==> config.mk <==
export PLATFORM = sky130hd
export DESIGN_NAME = vga_timing
export DESIGN_NICKNAME = d
export VERILOG_FILES = /design/src/rtl/vga_timing.sv
export SDC_FILE = /design/constraint.sdc
export NUM_CORES = 1
export LEC_CHECK = 0
export ABC_AREA = 1
export CORE_ASPECT_RATIO = 1.2
export CORE_UTILIZATION = 45
export CTS_CLUSTER_DIAMETER = 200
export DETAILED_ROUTE_END_ITERATION = 8
export PLACE_DENSITY = 0.8
export SYNTH_ARGS = -nofsm -noshare
export SYNTH_HDL_FRONTEND = slang
export SYNTH_SLANG_ARGS = --single-unit
==> constraint.sdc <==
create_clock -name clk -period 2 [get_ports clk]
set_input_delay 0.3 -clock clk [delete_from_list [all_inputs] [get_ports clk]]
set_output_delay 0.3 -clock clk [all_outputs]
set_load 0.005 [all_outputs]
==> src/rtl/vga_timing.sv <==
// VGA raster timing generator: pixel-strobe phase, h/v counters, and a one-pixel
// registered output stage carrying syncs, blanking and gated colour to the DAC.
module vga_timing #(
  parameter int H_ACTIVE = 640,
  parameter int H_FRONT  = 16,
  parameter int H_SYNC   = 96,
  parameter int H_BACK   = 48,
  parameter int V_ACTIVE = 480,
  parameter int V_FRONT  = 10,
  parameter int V_SYNC   = 2,
  parameter int V_BACK   = 33
) (
  input  logic       clk,
  input  logic       reset,
  input  logic [7:0] rgb_r,
  input  logic [7:0] rgb_g,
  input  logic [7:0] rgb_b,
  output logic [9:0] h_counter,
  output logic [9:0] v_counter,
  output logic       pix_en,
  output logic       active,
  output logic       frame_start,
  output logic       vga_clk,
  output logic       vga_hs,
  output logic       vga_vs,
  output logic       vga_blank_n,
  output logic [7:0] vga_r,
  output logic [7:0] vga_g,
  output logic [7:0] vga_b
);

  localparam int H_TOTAL = H_ACTIVE + H_FRONT + H_SYNC + H_BACK;
  localparam int V_TOTAL = V_ACTIVE + V_FRONT + V_SYNC + V_BACK;

  localparam logic [9:0] H_LAST     = 10'(H_TOTAL - 1);
  localparam logic [9:0] V_LAST     = 10'(V_TOTAL - 1);
  localparam logic [9:0] H_VIS      = 10'(H_ACTIVE);
  localparam logic [9:0] V_VIS      = 10'(V_ACTIVE);
  localparam logic [9:0] HS_FIRST   = 10'(H_ACTIVE + H_FRONT);
  localparam logic [9:0] HS_LAST    = 10'(H_ACTIVE + H_FRONT + H_SYNC - 1);
  localparam logic [9:0] VS_FIRST   = 10'(V_ACTIVE + V_FRONT);
  localparam logic [9:0] VS_LAST    = 10'(V_ACTIVE + V_FRONT + V_SYNC - 1);

  logic       phase_q;
  logic [9:0] h_q, h_d;
  logic [9:0] v_q, v_d;
  logic       h_wrap, v_wrap;
  logic       hs_region, vs_region;
  logic       fs_q;
  logic       hs_q, vs_q, blank_n_q;
  logic [7:0] r_q, g_q, b_q;

  assign h_wrap    = (h_q == H_LAST);
  assign v_wrap    = (v_q == V_LAST);
  assign active    = (h_q < H_VIS) && (v_q < V_VIS);
  assign hs_region = (h_q >= HS_FIRST) && (h_q <= HS_LAST);
  assign vs_region = (v_q >= VS_FIRST) && (v_q <= VS_LAST);

  always_comb begin
    h_d = h_q + 10'd1;
    v_d = v_q;
    if (h_wrap) begin
      h_d = 10'd0;
      v_d = v_wrap ? 10'd0 : v_q + 10'd1;
    end
  end

  // Counters and the output stage advance only on strobe edges (phase_q high).
  always_ff @(posedge clk) begin
    if (reset) begin
      phase_q   <= 1'b0;
      h_q       <= 10'd0;
      v_q       <= 10'd0;
      fs_q      <= 1'b0;
      hs_q      <= 1'b1;
      vs_q      <= 1'b1;
      blank_n_q <= 1'b0;
      r_q       <= 8'd0;
      g_q       <= 8'd0;
      b_q       <= 8'd0;
    end else begin
      phase_q <= ~phase_q;
      fs_q    <= phase_q && h_wrap && v_wrap;
      if (phase_q) begin
        h_q       <= h_d;
        v_q       <= v_d;
        hs_q      <= ~hs_region;
        vs_q      <= ~vs_region;
        blank_n_q <= active;
        r_q       <= active ? rgb_r : 8'd0;
        g_q       <= active ? rgb_g : 8'd0;
        b_q       <= active ? rgb_b : 8'd0;
      end
    end
  end

  assign h_counter   = h_q;
  assign v_counter   = v_q;
  assign pix_en      = phase_q;
  assign vga_clk     = phase_q;
  assign frame_start = fs_q;
  assign vga_hs      = hs_q;
  assign vga_vs      = vs_q;
  assign vga_blank_n = blank_n_q;
  assign vga_r       = r_q;
  assign vga_g       = g_q;
  assign vga_b       = b_q;

endmodule

# --- Word level (Yosys, flattened, before mapping) ---
# Cells that the tools add are included.
word_totals:
  regBits: 49
  out_inout_bits: 51
  input_bits: 26
  wordCells: 34
classes:
  add_sub_neg: 2
  mux: 5
  magnitude_cmp: 6
  n_bitwise: 3
  reduce_logical: 6
  eq_ne: 2
op_table:
  columns: ["operator", "n"]
  rows:
  - ["$mux W8", 3]
  - ["$add A10 B1 Y10 const B", 2]
  - ["$eq A10 B10 Y1 const B", 2]
  - ["$mux W10", 2]
  - ["$ge A10 B10 Y1 const B", 1]
  - ["$ge A10 B9 Y1 const B", 1]
  - ["$le A10 B10 Y1 const B", 1]
  - ["$le A10 B9 Y1 const B", 1]
  - ["$lt A10 B10 Y1 const B", 1]
  - ["$lt A10 B9 Y1 const B", 1]
  - ["$logic_and A1 B1 Y1", 5]
  - ["$not A1 Y1", 3]
  - ["$reduce_and A2 Y1", 1]

# --- Logic depth before layout (Yosys ltp) ---
logic_depth:
  depth_word: 3
  depth_mapped: 10
  depth_no_buf: 10

# --- Worst setup path before layout ---
# No wires, ideal clock.
synth_timing:
  path_kind: "reg2reg"
  start: "register h_q[0], in the netlist h_counter[0]"
  end: "register v_q[3], in the netlist v_counter[3]"
  t_required_ps: 1878
  n_path_buf: 0
  synth_period_minus_slack_ps: 1495
  path_stages_with_launch: 11
  arrival_time_ps: 1373
  setup_slack_ps: 505
  setup_ps: 122
  path_cell_list: "dfxtp_1 > ha_1 > nand2_1 > nor2_1 > nand3_1 > nor2_4 > nand2_2 > nand2_2 > inv_1 > nand2_1 > nor2_1"
synth_via:
  elab_chain_cells: 2
synth_lines:
  columns: ["item", "line_no", "text"]
  rows:
  - ["start: declaration", "45", "logic [9:0] h_q, h_d;"]
  - ["start signal: assignment", "72", "h_q <= 10'd0;"]
  - ["start signal: assignment", "85", "h_q <= h_d;"]
  - ["$eq A10 B10 Y1", "53", "assign h_wrap = (h_q == H_LAST);"]
  - ["$reduce_and A2 Y1 (no line)", null, null]
  - ["end signal: assignment", "86", "v_q <= v_d;"]
  - ["end: declaration", "46", "logic [9:0] v_q, v_d;"]
# Every way passes these cells.
# A chain may end at the register's enable or synchronous reset.

# --- Worst setup path in the final report ---
layout_timing:
  start: "register v_q[6], in the netlist v_counter[6]"
  end: "output active"
layout_via:
  elab_chain_cells: 2
layout_lines:
  columns: ["item", "line_no", "text"]
  rows:
  - ["$lt A10 B9 Y1", "55", "assign active = (h_q < H_VIS) && (v_q < V_VIS);"]
  - ["$logic_and A1 B1 Y1", "55", null]
  - ["end: declaration", "21", "output logic active,"]
# Every way passes these cells.

==> summary.txt <==
Setup path
  – CP Launch Type: flip-flop
  – Worst-path maximum fanout: 6
  – Worst Setup End Kind: output port
  – WP data required: 1.70 ns
  – WP data arrival: 1.53 ns
  – Setup CP Type: flip-flop to output port

Finish
  – Area growth syn-to-layout: 41.4%
  – # nets final: 408
  – Final Instance Area: 3080 um^2
  – ANT cells: 0
  – Non-Filler Instances: 437
  – Layout cell share with drive strength beyond 1: 6.60%

Floorplan
  – Top-Level Pins: 77
  – Die W: 65.5 um
  – Row Count: 27
  – Core outline area: 4630 um^2
  – Die area: 5120 um^2
  – Effective utilization at floorplan: 47.0%
  – Chip Height: 78.2 um

STA
  – Worst Skew: 0.00402 ns
  – Worst slew margin: 77.2%
  – RSZ-0062 raised after global routing: false
  – Final Hold Viols: 0
  – Setup TNS: 0 ns
  – Max Clock Freq: 546 MHz
  – WHS: 0.454 ns
  – Fin crit share: 91.6%
  – Final slew viol count: 0
  – Endpoints failing setup: 0
  – Actual slew at the worst max-slew pin: 0.341 ns
  – Fin crit period: 1.83 ns

Clock network
  – CTS Root Cell: clkbuf_8
  – CTS tree: yes
  – H-tree depth: 2
  – Max Root-Sink Buffers: 2
  – Buffer count from post-CTS setup fixing: 0
  – CTS Sinks: 49
  – Cts bufs inserted: 5
  – Clk slew on worst S/H paths: 0.09 ns
  – Clk_lat worst skew: 0.31 ns

Yosys
  – Synth area leader: dfxtp_1
  – Commonest cells in the netlist: nand2_1, dfxtp_1, nand3_1
  – Post-synthesis sequential area ratio: 45.1%
  – Most frequent cell after synthesis: nand2_1
  – Area contributors post-synth: dfxtp_1, nand2_1, nand3_1, nor2_1, inv_1
  – Post-synth EDFFs: 0
  – Count of different cell masters after synthesis: 27
  – Post-synth net total: 329
  – Yosys top cell area share: 45.1%
  – Synthesized area: 2180 um^2
  – Avg Inst Size Synth: 7.28 um^2
  – Mapped Cells: 299
  – YS warnings: 0
  – Top FF cell, synth: dfxtp_1
  – Async SR Flop Fraction: 0%
  – Flops & latches, synth: 49

Drt
  – Drt first pass iters: 4
  – DRT iter0 DRCs: 119
  – DRT antenna net count: 0
  – Vias: 2209
  – Post-route DRC: 0
  – Vias per cell: 5.05
  – DR WL/cell: 12.7 um
  – Final WL: 5570 um

Placed design
  – Port buffer count: 76
  – DP Cell Count: 429
  – DP HPWL: 3980 um
  – Routability Congestion: 0.939
  – Dpl cell area: 2990 um^2

Outcome
  – Status: completed

GRT
  – Vias in the first global route: 2022
  – Initial antenna violation count: 0
  – Total gr overflow: 0
  – First-pass GRT wire length: 9180 um
  – GRT Overall Usage: 23.1%
  – Largest net degree at the start of global routing: 27

Worst hold path
  – Worst min path class: flip-flop to flip-flop

Job
  – Max-cap violations: 0

Pwr
  – Pwr/cell area: 598 nW/um^2
  – Leak pwr: 1.30 nW
  – Maximum vdd drop: 0.000480 V
## through the flow
step                util [%]  power, mW  setup WS (ns)
CTS                     66.5       1.84          0.171
global route            66.5       1.91          0.111
global placement        64.6       1.26          0.309
floorplan                  -       1.12          0.505
detailed placement      64.6       1.26          0.301
finish                  66.5       1.84          0.168
## power by group
group	switching (mW)	internal (mW)
Clock	0.356	0.247
Sequential	0.0224	1.01
Combinational	0.0791	0.126
Total	0.457	1.38
## cell type report
cell class / instances / area, um^2
clock buffer: 6 / 72.6
clock inverter: 2 / 15.0
fill: 420 / 1550
inverter: 28 / 105
multi-input combinational: 212 / 1030
sequential: 49 / 981
tap: 58 / 72.6
timing repair buffer: 82 / 805
## placed cells by master, fill, tap and decap left out
master	instances
nand2_1	87
clkdlybuf4s50_1	75
dfxtp_1	49
nand3_1	38
nor2_1	34
inv_1	27
a21oi_1	10
nand4_1	8
buf_4	6
o21ai_0	5
clkbuf_8	5
xor2_1	4
nor3_1	4
ha_1	4
nand2_2	3
nor2_2	3
o21bai_1	3
nand3_2	2
clkinvlp_4	2
inv_2	1
nor3_2	1
nor4_4	1
nor2_4	1
a21o_1	1
nor4_1	1
o32ai_1	1
a41oi_1	1
clkbuf_1	1
dlygate4sd2_1	1
## worst paths after layout
| kind | start | endpoint | slack (ns) | cells after the start |
|---|---|---|---|---|
| setup / recovery | v_counter[6] | active | 0.17 | 4 |
| hold / removal | vga_b[7] | vga_b[7] | 0.45 | 2 |
| setup reg to reg | h_counter[1] | v_counter[3] | 0.29 | 10 |
| hold reg to reg | vga_b[7] | vga_b[7] | 0.45 | 2 |
## cell families after synthesis
group,Yosys count,share of synthesized area [%]
AND/OR/NAND/NOR,183,37.5
XOR/XNOR,4,1.61
adder cells (fa/ha/maj),4,2.30
buffers and inverters,38,7.93
flip-flops,49,45.1
AO/OA/AOI/OAI,21,5.63
## state kept, by name, summed over array words and instances (netlist names)
| signal | count |
|---|---|
| frame_start | 1 |
| h_counter | 10 |
| pix_en | 1 |
| v_counter | 10 |
| vga_b | 8 |
| vga_blank_n | 1 |
| vga_g | 8 |
| vga_hs | 1 |
| vga_r | 8 |
| vga_vs | 1 |
## per-layer routing
layer / GRT usage, % / wire (um) / vias up
li1: - / - / 1115
met3: 9.30 / 528 / 7
met4: 8.48 / 90 / 0
met1: 28.4 / 2420 / 1000
met2: 36.1 / 2530 / 87
met5: 0 / 0 / -
## critical path, stage by stage, from the launching register on
cell	delay (ns)
dfxtp_1	0.42
nand2_1	0.12
nor2_1	0.31
nor4_4	0.09
dlygate4sd2_1	0.28
## repair_timing
action,CTS,global route
resized for setup,2,0
setup endpoints to repair,1,0
hold endpoints to repair,0,0
hold buffers,0,0
No activity file was read; power rests on OpenSTA's default activity.
